## src/rtl/data_wbuf_pkg.sv

```systemverilog
// Shared definitions for the store write buffer: access-size codes, the
// downstream FSM encoding and the layout of one buffered store.
package data_wbuf_pkg;

    localparam int ADDR_W = 32;
    localparam int DATA_W = 32;
    localparam int STRB_W = 4;
    localparam int SIZE_W = 2;

    // cpu_size / mem_size encodings
    localparam logic [SIZE_W-1:0] SZ_BYTE = 2'd0;
    localparam logic [SIZE_W-1:0] SZ_HALF = 2'd1;
    localparam logic [SIZE_W-1:0] SZ_WORD = 2'd2;

    // Downstream port owner; one-hot so each state test is a single bit.
    typedef enum logic [3:0] {
        S_IDLE    = 4'b0001,
        S_LD_WAIT = 4'b0010,
        S_ST_REQ  = 4'b0100,
        S_ST_WAIT = 4'b1000
    } wbuf_state_e;

    // One buffered store, exactly as it will be replayed downstream.
    typedef struct packed {
        logic [ADDR_W-1:0] addr;
        logic [SIZE_W-1:0] size;
        logic [STRB_W-1:0] wstrb;
        logic [DATA_W-1:0] wdata;
    } wbuf_entry_t;

    // Two byte addresses fall in the same 32-bit word.
    function automatic logic same_word(input logic [ADDR_W-1:0] a,
                                       input logic [ADDR_W-1:0] b);
        return a[ADDR_W-1:2] == b[ADDR_W-1:2];
    endfunction

endpackage

```

## src/rtl/data_wbuf_fifo.sv

```systemverilog
// Circular store FIFO for the write buffer. Besides push/pop it compares
// every live entry against a probe address in parallel so a load can be
// held off while an older store to the same word is still buffered.
import data_wbuf_pkg::*;

module wbuf_fifo #(
    parameter int DEPTH = 4
) (
    input  logic              aclk,
    input  logic              aresetn,
    input  logic              push,
    input  logic              pop,
    input  wbuf_entry_t       wr_entry,
    input  logic [ADDR_W-1:0] cmp_addr,
    output wbuf_entry_t       head,
    output logic              full,
    output logic              empty,
    output logic              hit
);

    localparam int PTR_W = $clog2(DEPTH);

    wbuf_entry_t        slots [DEPTH];
    logic [PTR_W-1:0]   wr_ptr;
    logic [PTR_W-1:0]   rd_ptr;
    logic [PTR_W:0]     count;
    logic [DEPTH-1:0]   live;
    logic [DEPTH-1:0]   match;

    assign full  = (count == (PTR_W+1)'(DEPTH));
    assign empty = (count == '0);
    assign head  = slots[rd_ptr];

    // Slot i is live when its distance from the head is below the occupancy;
    // the head stays live until it is popped, i.e. through the whole drain.
    always_comb begin
        live  = '0;
        match = '0;
        for (int i = 0; i < DEPTH; i++) begin
            live[i]  = ({1'b0, PTR_W'(i) - rd_ptr} < count);
            match[i] = same_word(slots[i].addr, cmp_addr);
        end
        hit = |(live & match);
    end

    // Storage, wrapping pointers and occupancy; push and pop may share a cycle.
    always_ff @(posedge aclk or negedge aresetn) begin
        if (!aresetn) begin
            wr_ptr <= '0;
            rd_ptr <= '0;
            count  <= '0;
            for (int i = 0; i < DEPTH; i++) begin
                slots[i] <= '0;
            end
        end else begin
            if (push) begin
                slots[wr_ptr] <= wr_entry;
                wr_ptr        <= wr_ptr + PTR_W'(1);
            end
            if (pop) begin
                rd_ptr <= rd_ptr + PTR_W'(1);
            end
            case ({push, pop})
                2'b10:   count <= count + (PTR_W+1)'(1);
                2'b01:   count <= count - (PTR_W+1)'(1);
                default: count <= count;
            endcase
        end
    end

endmodule

```

## src/rtl/data_wbuf.sv

```systemverilog
// Store write buffer between the CPU data port and the AXI-SRAM converter.
// Stores are accepted into a FIFO and acknowledged on the next cycle, then
// drained in the background; loads go straight downstream once no buffered
// store targets the same word. Only one downstream transaction is ever in
// flight, so each mem_data_ok belongs to the current state unambiguously.
import data_wbuf_pkg::*;

module data_wbuf #(
    parameter int DEPTH = 4
) (
    input  logic              aclk,
    input  logic              aresetn,
    input  logic              cpu_req,
    input  logic              cpu_wr,
    input  logic [SIZE_W-1:0] cpu_size,
    input  logic [ADDR_W-1:0] cpu_addr,
    input  logic [STRB_W-1:0] cpu_wstrb,
    input  logic [DATA_W-1:0] cpu_wdata,
    output logic              cpu_addr_ok,
    output logic              cpu_data_ok,
    output logic [DATA_W-1:0] cpu_rdata,
    output logic              mem_req,
    output logic              mem_wr,
    output logic [SIZE_W-1:0] mem_size,
    output logic [ADDR_W-1:0] mem_addr,
    output logic [STRB_W-1:0] mem_wstrb,
    output logic [DATA_W-1:0] mem_wdata,
    input  logic              mem_addr_ok,
    input  logic              mem_data_ok,
    input  logic [DATA_W-1:0] mem_rdata
);

    wbuf_state_e state;
    logic        st_ack_q;

    wbuf_entry_t cpu_entry;
    wbuf_entry_t head;
    logic        fifo_full;
    logic        fifo_empty;
    logic        hazard;

    logic        in_idle;
    logic        in_ld_wait;
    logic        in_st_req;
    logic        in_st_wait;
    logic        pop;
    logic        ld_go;
    logic        st_acc;

    assign in_idle    = (state == S_IDLE);
    assign in_ld_wait = (state == S_LD_WAIT);
    assign in_st_req  = (state == S_ST_REQ);
    assign in_st_wait = (state == S_ST_WAIT);

    assign cpu_entry = '{addr: cpu_addr, size: cpu_size,
                         wstrb: cpu_wstrb, wdata: cpu_wdata};

    // The drained store retires on its response; that same cycle frees a
    // slot, so a store waiting on a full FIFO can be taken in the pop cycle.
    assign pop = in_st_wait & mem_data_ok;

    // Loads are offered downstream only from IDLE, with no pending store ack
    // (keeps data_ok pulses in order) and no older store to the same word.
    // Both request paths are gated by reset so all outputs read 0 in reset.
    assign ld_go  = aresetn & in_idle & cpu_req & ~cpu_wr & ~hazard & ~st_ack_q;
    assign st_acc = aresetn & cpu_req & cpu_wr & (~fifo_full | pop) & ~in_ld_wait;

    assign cpu_addr_ok = st_acc | (ld_go & mem_addr_ok);
    assign cpu_data_ok = st_ack_q | (in_ld_wait & mem_data_ok);
    assign cpu_rdata   = in_ld_wait ? mem_rdata : '0;

    wbuf_fifo #(
        .DEPTH    (DEPTH)
    ) u_fifo (
        .aclk     (aclk),
        .aresetn  (aresetn),
        .push     (st_acc),
        .pop      (pop),
        .wr_entry (cpu_entry),
        .cmp_addr (cpu_addr),
        .head     (head),
        .full     (fifo_full),
        .empty    (fifo_empty),
        .hit      (hazard)
    );

    // Downstream request mux: a pass-through load or the FIFO head.
    always_comb begin
        mem_req   = 1'b0;
        mem_wr    = 1'b0;
        mem_size  = '0;
        mem_addr  = '0;
        mem_wstrb = '0;
        mem_wdata = '0;
        if (ld_go) begin
            mem_req   = 1'b1;
            mem_size  = cpu_size;
            mem_addr  = cpu_addr;
            mem_wstrb = cpu_wstrb;
            mem_wdata = cpu_wdata;
        end else if (in_st_req) begin
            mem_req   = 1'b1;
            mem_wr    = 1'b1;
            mem_size  = head.size;
            mem_addr  = head.addr;
            mem_wstrb = head.wstrb;
            mem_wdata = head.wdata;
        end
    end

    // Downstream FSM and the one-cycle store acknowledge.
    always_ff @(posedge aclk or negedge aresetn) begin
        if (!aresetn) begin
            state    <= S_IDLE;
            st_ack_q <= 1'b0;
        end else begin
            st_ack_q <= st_acc;
            case (state)
                S_IDLE: begin
                    // A presented load keeps the port until it is taken.
                    if (ld_go) begin
                        if (mem_addr_ok) begin
                            state <= S_LD_WAIT;
                        end
                    end else if (!fifo_empty) begin
                        state <= S_ST_REQ;
                    end
                end
                S_ST_REQ: begin
                    if (mem_addr_ok) begin
                        state <= S_ST_WAIT;
                    end
                end
                S_ST_WAIT: begin
                    if (mem_data_ok) begin
                        state <= S_IDLE;
                    end
                end
                S_LD_WAIT: begin
                    if (mem_data_ok) begin
                        state <= S_IDLE;
                    end
                end
                default: state <= S_IDLE;
            endcase
        end
    end

endmodule

```

## config.mk

```make
export PLATFORM = sky130hd
export DESIGN_NAME = data_wbuf
export DESIGN_NICKNAME = d
export VERILOG_FILES = /design/src/rtl/data_wbuf_pkg.sv /design/src/rtl/data_wbuf_fifo.sv /design/src/rtl/data_wbuf.sv
export SDC_FILE = /design/constraint.sdc
export NUM_CORES = 1
export LEC_CHECK = 0
export CORE_UTILIZATION = 55
export CTS_BUF_LIST = sky130_fd_sc_hd__clkbuf_4 sky130_fd_sc_hd__clkbuf_8
export CTS_CLUSTER_DIAMETER = 120
export DETAILED_ROUTE_END_ITERATION = 8
export HOLD_SLACK_MARGIN = 0.08
export PLACE_DENSITY = 0.76
export SYNTH_ARGS = -nofsm -noshare
export SYNTH_HDL_FRONTEND = slang
export SYNTH_SLANG_ARGS = --single-unit
```

## constraint.sdc

```tcl
create_clock -name aclk -period 3.9 [get_ports aclk]
set_input_delay 0.585 -clock aclk [delete_from_list [all_inputs] [get_ports aclk]]
set_output_delay 0.585 -clock aclk [all_outputs]
set_load 0.02 [all_outputs]
```

* After elaboration in Yosys (flattened, before gate mapping)
Index checks and enable logic that the tools add are counted.
** Cells by class
- $add $sub $neg :: 8
- Magnitude comparators :: 7
- Equality and inequality tests :: 15
- Muxes and demuxes :: 25
- Bitwise operators :: 23
- Reduce and logical (&&, ||, !) cells :: 6
** Operator list (number)
- 280-bit bitwise mux :: 1
- 70-bit 2-to-1 mux :: 3
- 32-bit 2-to-1 mux :: 5
- 70-bit binary-select mux with 2-bit select :: 1
- 70-bit demux with 2-bit select :: 1
- 30-bit equality test :: 4
- 4-bit 2-to-1 mux :: 7
- 1-bit bitwise AND :: 12
- 2-bit by 3-bit less-than comparator with 1-bit output :: 4
- 4-bit one-hot mux with 3 select lines :: 1
- 3-bit >= comparator, second input constant :: 2
- 2-bit inverter with 3-bit output :: 2
- 3-bit one-hot mux with 2 select lines :: 1
- 1-bit inverter :: 5
- 2-bit by 1-bit adder with 2-bit output, second input constant :: 2
- 4-bit bitwise AND :: 1
- 4-bit by 1-bit equality test with 1-bit output, second input constant :: 1
- 4-bit by 2-bit equality test with 1-bit output, second input constant :: 1
- 4-bit by 3-bit equality test with 1-bit output, second input constant :: 1
- 4-bit equality test, second input constant :: 1
- 2-bit 2-to-1 mux :: 2
- 4-bit AND reduction :: 1
- 4-bit OR reduction :: 1
- 1-bit by 2-bit subtractor with 2-bit output, first input constant :: 2
- other kinds (17) :: 22
** Storage, ports and cells
- Bits in registers :: 292
- Output and inout port bits :: 106

* Depth between registers and ports, before layout
Gate-level depths: netlist (run 1).
- Word-level depth :: 9
- Gate-level depth with buffers :: 13
- Depth with buffers taken out :: 11

* Hierarchy
From an unflattened synthesis (run 1), not the netlist that was laid out.
** Second synthesis, totals
- Cells, all modules :: 1069
- Area, all modules :: 15227.1 um^2
** By module, submodules not included
- wbuf_fifo :: instances 1, cells each 916, area an instance 13957.1 um^2, sequential area each 7181.9 um^2
- data_wbuf :: instances 1, cells each 153, area an instance 1270.0 um^2, sequential area each 126.4 um^2

* Least setup slack after synthesis (run 1)
OpenSTA, ideal clock, no wires.
- Path kind :: reg-to-output
- Start :: register u_fifo.rd_ptr[0]
- End :: output mem_addr[0]
- Data arrival time :: 2.908 ns
- Required time :: 3.315 ns
- Path slack :: 0.407 ns
- Cell stages (with the launch flop) :: 13
- Buffers on the path :: 4
- Cell sequence :: dfrtp_1 -> buf_2 -> buf_1 -> xnor2_1 -> inv_1 -> ha_1 -> a2111o_1 -> a21o_1 -> o31a_1 -> nand4_1 -> buf_2 -> buf_4 -> o21ai_0
** On the way
- Longest elaborated chain between the ends :: 8
- Elaborated cells on any way between the ends :: 19
- Those cells by class :: add/sub (4); order compare (4); mux (5); bitwise (5); reduce/logical (1)
** RTL lines
- from (decl) :: line data_wbuf_fifo.sv:25 : logic [PTR_W-1:0] rd_ptr;
- from (signal assigned) :: line data_wbuf_fifo.sv:61 : rd_ptr <= rd_ptr + PTR_W'(1);
- 1-bit by 2-bit subtractor with 2-bit output / 2-bit subtractor (equally long branches) :: line data_wbuf_fifo.sv:40 : live[i] = ({1'b0, PTR_W'(i) - rd_ptr} < count);
- 2-bit by 3-bit less-than comparator with 1-bit output :: line data_wbuf_fifo.sv:40
- 4-bit bitwise AND :: line data_wbuf_fifo.sv:43 : hit = |(live & match);
- 4-bit OR reduction :: line data_wbuf_fifo.sv:43
- 1-bit inverter :: line data_wbuf.sv:65 : assign ld_go = aresetn & in_idle & cpu_req & ~cpu_wr & ~hazard & ~st_ack_q;
- 1-bit bitwise AND (2 in a row) :: line data_wbuf.sv:65
- 32-bit 2-to-1 mux * :: line data_wbuf.sv:95 : if (ld_go) begin
- to (decl) :: line data_wbuf.sv:25 : output logic [ADDR_W-1:0] mem_addr,
Every way passes the cells marked *; elsewhere a longest branch is shown, timed or not. The select of a mux whose other input is x is not followed.

* Final worst setup path (run 1)
- Start :: register u_fifo.rd_ptr[0]
- End :: output mem_req
** On the way
- Longest elaborated chain between the ends :: 8
- Elaborated cells on any way between the ends :: 14
- Those cells by class :: add/sub (4); order compare (4); mux (1); bitwise (4); reduce/logical (1)
** RTL lines
- 1-bit by 2-bit subtractor with 2-bit output / 2-bit subtractor (equally long branches) :: line data_wbuf_fifo.sv:40
- 2-bit by 3-bit less-than comparator with 1-bit output :: line data_wbuf_fifo.sv:40
- 4-bit bitwise AND * :: line data_wbuf_fifo.sv:43
- 4-bit OR reduction * :: line data_wbuf_fifo.sv:43
- 1-bit inverter * :: line data_wbuf.sv:65
- 1-bit bitwise AND * (2 in a row) :: line data_wbuf.sv:65
- 1-bit 2-to-1 mux * :: line data_wbuf.sv:95
- to (decl) :: line data_wbuf.sv:22 : output logic mem_req,
Every way passes the cells marked *; elsewhere a longest branch is shown, timed or not.

==> results of run 1 <==
-- worst reg2reg max path, cell delays in order (launching register included) --
cell and delay [ps]:
dfrtp_1 400, buf_4 180, nor4_4 420, nor4_2 100, nor4b_4 300, buf_4 320
nand2_8 80, buf_4 410, mux2_4 440
-- cells by family (layout without fill, tap and decap cells) --
family                     count (synthesis)  in the layout
AOI/OAI and AO/OA                         89             89
xor gates and xnor gates                 128            128
adders and majority gates                 10             10
buffers and inverters                    176            462
DFF                                      292            292
muxes                                    351            351
and+or+nand+nor                          167            167
-- final cells by class --
| type | instances | area (um2) |
|---|---|---|
| Clock buffer | 86 | 1050 |
| Clock inverter | 2 | 18.8 |
| Fill cell | 2113 | 9690 |
| Inverter | 81 | 304 |
| Multi-Input combinational cell | 745 | 8530 |
| Sequential cell | 292 | 7320 |
| Tap cell | 390 | 488 |
| Timing Repair Buffer | 293 | 2560 |
-- state kept, by name, indices dropped and copies added, names as in the netlist --
name,flops
u_fifo.rd_ptr,2
u_fifo.slots,280
st_ack_q,1
u_fifo.count,3
state,4
u_fifo.wr_ptr,2
-- through the flow --
step / worst slack (ps) / instances / hold slack (ps)
finish: 69.8 / 1889 / 136
global route: -68.1 / 1889 / 182
CTS: 3.55 / 1890 / 163
detailed placement: -356 / 1799 / 489
global placement: -358 / 1799 / 485
floorplan: 407 / 1213 / 289
-- repair_timing --
item | in CTS | in global routing
pin swaps | 1 | 0
gates resized for setup | 105 | 173
cloned | 1 | 0
buffers inserted | 2 | 0
endpoints found under the setup margin | 72 | 72
hold endpoints to repair | 0 | 0
-- per-layer routing --
metal | part of all wire (%) | global-route usage [%]
met5 | 0.042 | 0
met4 | 2.6 | 8.26
met3 | 5.0 | 4.31
met2 | 48 | 42.4
met1 | 44 | 38.1
-- cells in the final DEF (no fill, tap or decap), drive strengths merged, types with 10 or more instances in the layout --
cell type	count
inv	81
clkdlybuf4s50	140
dfrtp	291
nor4	13
mux4	70
buf	86
o21ai	72
xor2	48
clkdlybuf4s15	10
nand4	20
mux2	280
and2	32
clkbuf	141
nand2	80
xnor2	80
-- path summary, 6_finish.rpt --
path,start,cells after the start,end
max,u_fifo.rd_ptr[0],10,mem_req
min,aresetn,2,u_fifo.slots[113]
max reg2reg,state[1],8,u_fifo.slots[216]
min reg2reg,u_fifo.slots[215],1,u_fifo.slots[215]
max in group asynchronous,aresetn,3,u_fifo.rd_ptr[1]
min in group aclk,u_fifo.slots[215],1,u_fifo.slots[215]
-- power breakdown --
part           switching, W  leakage, nW  internal, W
clock network       0.00124        0.570      0.00168
registers           0.00116         3.60      0.00450
logic               0.00258         5.73      0.00394
total               0.00497         9.89       0.0101
==> impl_metrics.yaml, run 1 <==
placement:
  portBuffers: 213
  dp_hpwl_um: 26300
  place_congestion: 0.971
  dpl_cell_area_mm2: 0.0194
worst_setup_path:
  crit_family: "compound AO/OA/AOI/OAI gates"
  slowest_stage: "dfrtp_4"
  worst-path-max-fanout: 21
  slowest_delay_ps: 510
  path_class: "reg2out"
  critPathArrivalTime_ps: 3250
  cp.required_ps: 3310
  crit_path_start_kind: "register"
  crit_chain: "xnor2_2, inv_1, ha_1, a2111o_1, a21o_1, o31a_1, nand4_1, buf_4, nand2b_1, dlygate4sd2_1"
  r2r_slack_ps: 1140
  cp.buffers_inverters: 3
  crit_path_end_kind: "output port"
detailed_routing:
  firstDrtPassIters: 5
  vias_per_cell: 5.58
  ant_nets: 0
  routed_wirelength_um: 40800
  drc: 0
  drt_iter0_drc: 636
  drt-wirelength-per-cell_um: 21.6
  vias: 10500
clock_tree:
  clock_latency_ps: 580
  clkTransAtPathRegs_ps: 60
  hold_buffers: 0
  h-tree-depth: 2
  cts_root_buffer: "clkbuf_8"
  ctsLongestPathBuffers: 3
  cts_sinks: 292
  cts_buffers: 50
  cts_tree: "built"
logic_synthesis:
  synth_cell_types: 45
  netlist_area_mm2: 0.0170
  yosys_warnings: 0
  synth-seq-cells: 292
  yosysMostFrequentCell: "dfrtp_1"
  synth_top_family_by_area: "multiplexers"
  ys_top_cells_by_count: "dfrtp_1 (291), mux2_4 (280), inv_1 (80), xnor2_1 (80), nand2_1 (76)"
  synth_compound_area_share_pct: 2.96
  synth_area_per_cell_um2: 14.0
  yosys.area_share.simple_pct: 5.51
  yosysTopAreaCell: "dfrtp_1"
  syn_inst: 1213
  yosysSeqAreaShare_pct: 43.1
  synthAdderAreaFrac_pct: 0.782
  syn-num-nets: 1331
  synth_top_area_share_pct: 43.0
  synth_flop_cell: "dfrtp_1"
  synth_edf_count: 0
  synth.area.top_cells: "dfrtp_1 (43%), mux2_4 (25%), mux4_2 (9.3%)"
  synth_xor_xnor_area_share_pct: 6.61
  async_flop_share_pct: 100
  synth.area.mux_share_pct: 34.2
timing:
  grt_setup_unrepaired: "true"
  min_period_over_period_pct: 98.2
  fin_crit_ps: 3830
  final_max_slew_viol_count: 0
  setup_viol: 0
  max_freq_mhz: 261
  hold_violations: 0
  setup_tns_ps: 0
  worstMarginPinSlew_ps: 932
  slew_headroom_pct: 37.9
  fin_worst_skew_ps: 35.9
pwr:
  power.total_w: 0.0151
  vdd_drop_max_uv: 411
  power.static_leakage_nw: 9.89
  powerDensity_mw_per_mm2: 745
finish:
  diodes: 0
  utilization_pct: 67.7
  final_nets: 1581
  final_cell_area_mm2: 0.0203
  syn2layout_area_growth_pct: 19.6
  drive_above_1_share_pct: 39.8
floorplan:
  initial_utilization_pct: 56.6
  fp.dieH_um: 178
  std_cell_rows: 63
  pin_count: 214
  die-area_mm2: 0.0315
  die_w_um: 178
  core_area_mm2: 0.0300
flow_run:
  maxCapViolCount: 0
grt:
  grt_overflow: 0
  grt_max_degree: 167
  grt_pass1_vias: 11300
  antenna_found_initial: 1
  grt_pass1_wl_um: 64600
  grt_use_total_pct: 26.8
outcome:
  outcome: "completed"
worst_hold_path:
  hp-class: "in2async"
No activity file was read; power rests on OpenSTA's default activity.
==> inputs of run 2 (changes only) <==
Settings changed: CORE_ASPECT_RATIO set to 1.25.
==> impl_metrics.yaml, run 2 (synthesis gave the netlist of run 1 again) <==
worst_setup_path:
  crit_path_end_kind: "output port"
  path_class: "reg2out"
  worst-path-max-fanout: 16
  cp.required_ps: 3310
  cp.buffers_inverters: 4
  slowest_delay_ps: 510
  crit_chain: "xnor2_2, inv_1, ha_1, a2111o_1, a21o_1, o31a_1, nand4_1, buf_4, buf_6, o21ai_0, dlygate4sd2_1"
  crit_path_start_kind: "register"
  critPathArrivalTime_ps: 3230
  crit_family: "compound AO/OA/AOI/OAI gates"
  slowest_stage: "dfrtp_4"
floorplan:
  pin_count: 214
  die-area_mm2: 0.0315
  fp.dieH_um: 198
  core_area_mm2: 0.0302
  initial_utilization_pct: 56.1
  std_cell_rows: 71
  die_w_um: 159
detailed_routing:
  firstDrtPassIters: 4
  vias_per_cell: 5.50
  ant_nets: 0
  drt_iter0_drc: 548
  vias: 10500
  routed_wirelength_um: 41300
  drc: 0
  drt-wirelength-per-cell_um: 21.6
timing:
  worstMarginPinSlew_ps: 1160
  finalHoldWorstSlack_ps: 504
  fin_crit_ps: 3820
  slew_headroom_pct: 22.9
  max_freq_mhz: 262
  final_max_slew_viol_count: 0
  fin_worst_skew_ps: 28.3
  hold_violations: 0
  grt_setup_unrepaired: "true"
  layout_setup_ws_ps: 80.8
  min_period_over_period_pct: 97.9
  setup_tns_ps: 0
  setup_viol: 0
finish:
  syn2layout_area_growth_pct: 20.4
  final_cell_area_mm2: 0.0204
  regMostFlops: "u_fifo.slots"
  nFillCells: 2212
  stdcell_count: 1908
  reg.largest.list: "u_fifo.slots: 280 flops, state: 4 flops, u_fifo.count: 3 flops"
  final_common_cell: "dfrtp_1"
  final_nets: 1591
  largest_register_ffs: 280
  drive_above_1_share_pct: 38.4
  final_cell_mix: "dfrtp_1 (289), mux2_4 (280), clkdlybuf4s50_1 (140)"
placement:
  portBuffers: 213
  dpl_cell_area_mm2: 0.0195
  dp_hpwl_um: 27000
  dp_cells: 1819
  place_congestion: 0.913
  dp_slack_ps: -277
grt:
  grt_use_total_pct: 26.9
  grt_overflow: 0
  grt_pass1_vias: 11300
  grt_pass1_wl_um: 65200
  grt_max_degree: 82
  antenna_found_initial: 3
clock_tree:
  clkTransAtPathRegs_ps: 60
  cts_buffers: 48
  cts_tree: "built"
  h-tree-depth: 2
  ctsLongestPathBuffers: 3
  clock_latency_ps: 590
  cts_sinks: 292
  cts_root_buffer: "clkbuf_8"
pwr:
  powerDensity_mw_per_mm2: 737
  power.static_leakage_nw: 9.93
  vdd_drop_max_uv: 360
worst_hold_path:
  hp-class: "reg2reg"
outcome:
  outcome: "completed"
flow_run:
  maxCapViolCount: 0
run 2: cell count changes in the layout (fill, tap and decap cells not counted), moves of 3 or more:
cell	delta
clkinv_2	+5
clkbuf_2	-23
clkbuf_8	-6
clkdlybuf4s15_1	+17
clkbuf_4	-5
buf_4	+12
buf_2	-3
dlygate4sd2_1	+5
clkdlybuf4s15_2	+4
run 2: power breakdown:
group          total [W]  switching [W]  internal [W]
sequential       0.00566        0.00117       0.00450
combinational    0.00657        0.00258       0.00400
clock            0.00282        0.00124       0.00158
total             0.0151        0.00498        0.0101
run 2: cell type report:
class	instances	area, um2	share of cell area (%)
diodes	1	2.50	0.0123
flip-flops and latches	292	7320	35.8
clock inverters	8	70.1	0.343
well taps	401	502	2.46
clock buffers	75	932	4.57
inverters	81	304	1.49
multi-input cells	745	8520	41.7
repair buffers	305	2770	13.6
run 2: worst paths after layout:
path	startpoint	end	slack, ps	depth (start not counted)
setup reg to reg	state[1]	u_fifo.slots[71]	1070	8
hold / removal	u_fifo.slots[173]	u_fifo.slots[173]	500	1
min in group asynchronous	aresetn	u_fifo.slots[184]	650	3
max in group asynchronous	aresetn	u_fifo.slots[226]	990	5
setup / recovery	u_fifo.rd_ptr[0]	mem_addr[16]	80	11
hold reg to reg	u_fifo.slots[173]	u_fifo.slots[173]	500	1
run 2: layer usage:
layer	track usage (%)	part of all wire [%]	vias to the layer above
li1	-	-	4747
met1	36.1	43	5407
met2	44.2	50	260
met3	4.36	4.2	67
met4	9.83	2.8	4
met5	0	0.063	-
run 2: repair_timing:
item / 4_1_cts / 5_1_grt
gates resized for setup: 113 / 112
cloned: 1 / 0
setup endpoints to repair: 72 / 71
hold buffers: 1 / 0
setup buffers: 4 / 0
hold endpoints to repair: 29 / 0
pin swaps: 1 / 0
run 2: through the flow:
stage | power, W | util, %
global route | 0.0158 | 67.6
floorplan | 0.0104 | -
finish | 0.0151 | 67.6
CTS | 0.0151 | 68.0
detailed placement | 0.0123 | 64.6
global placement | 0.0121 | 64.6
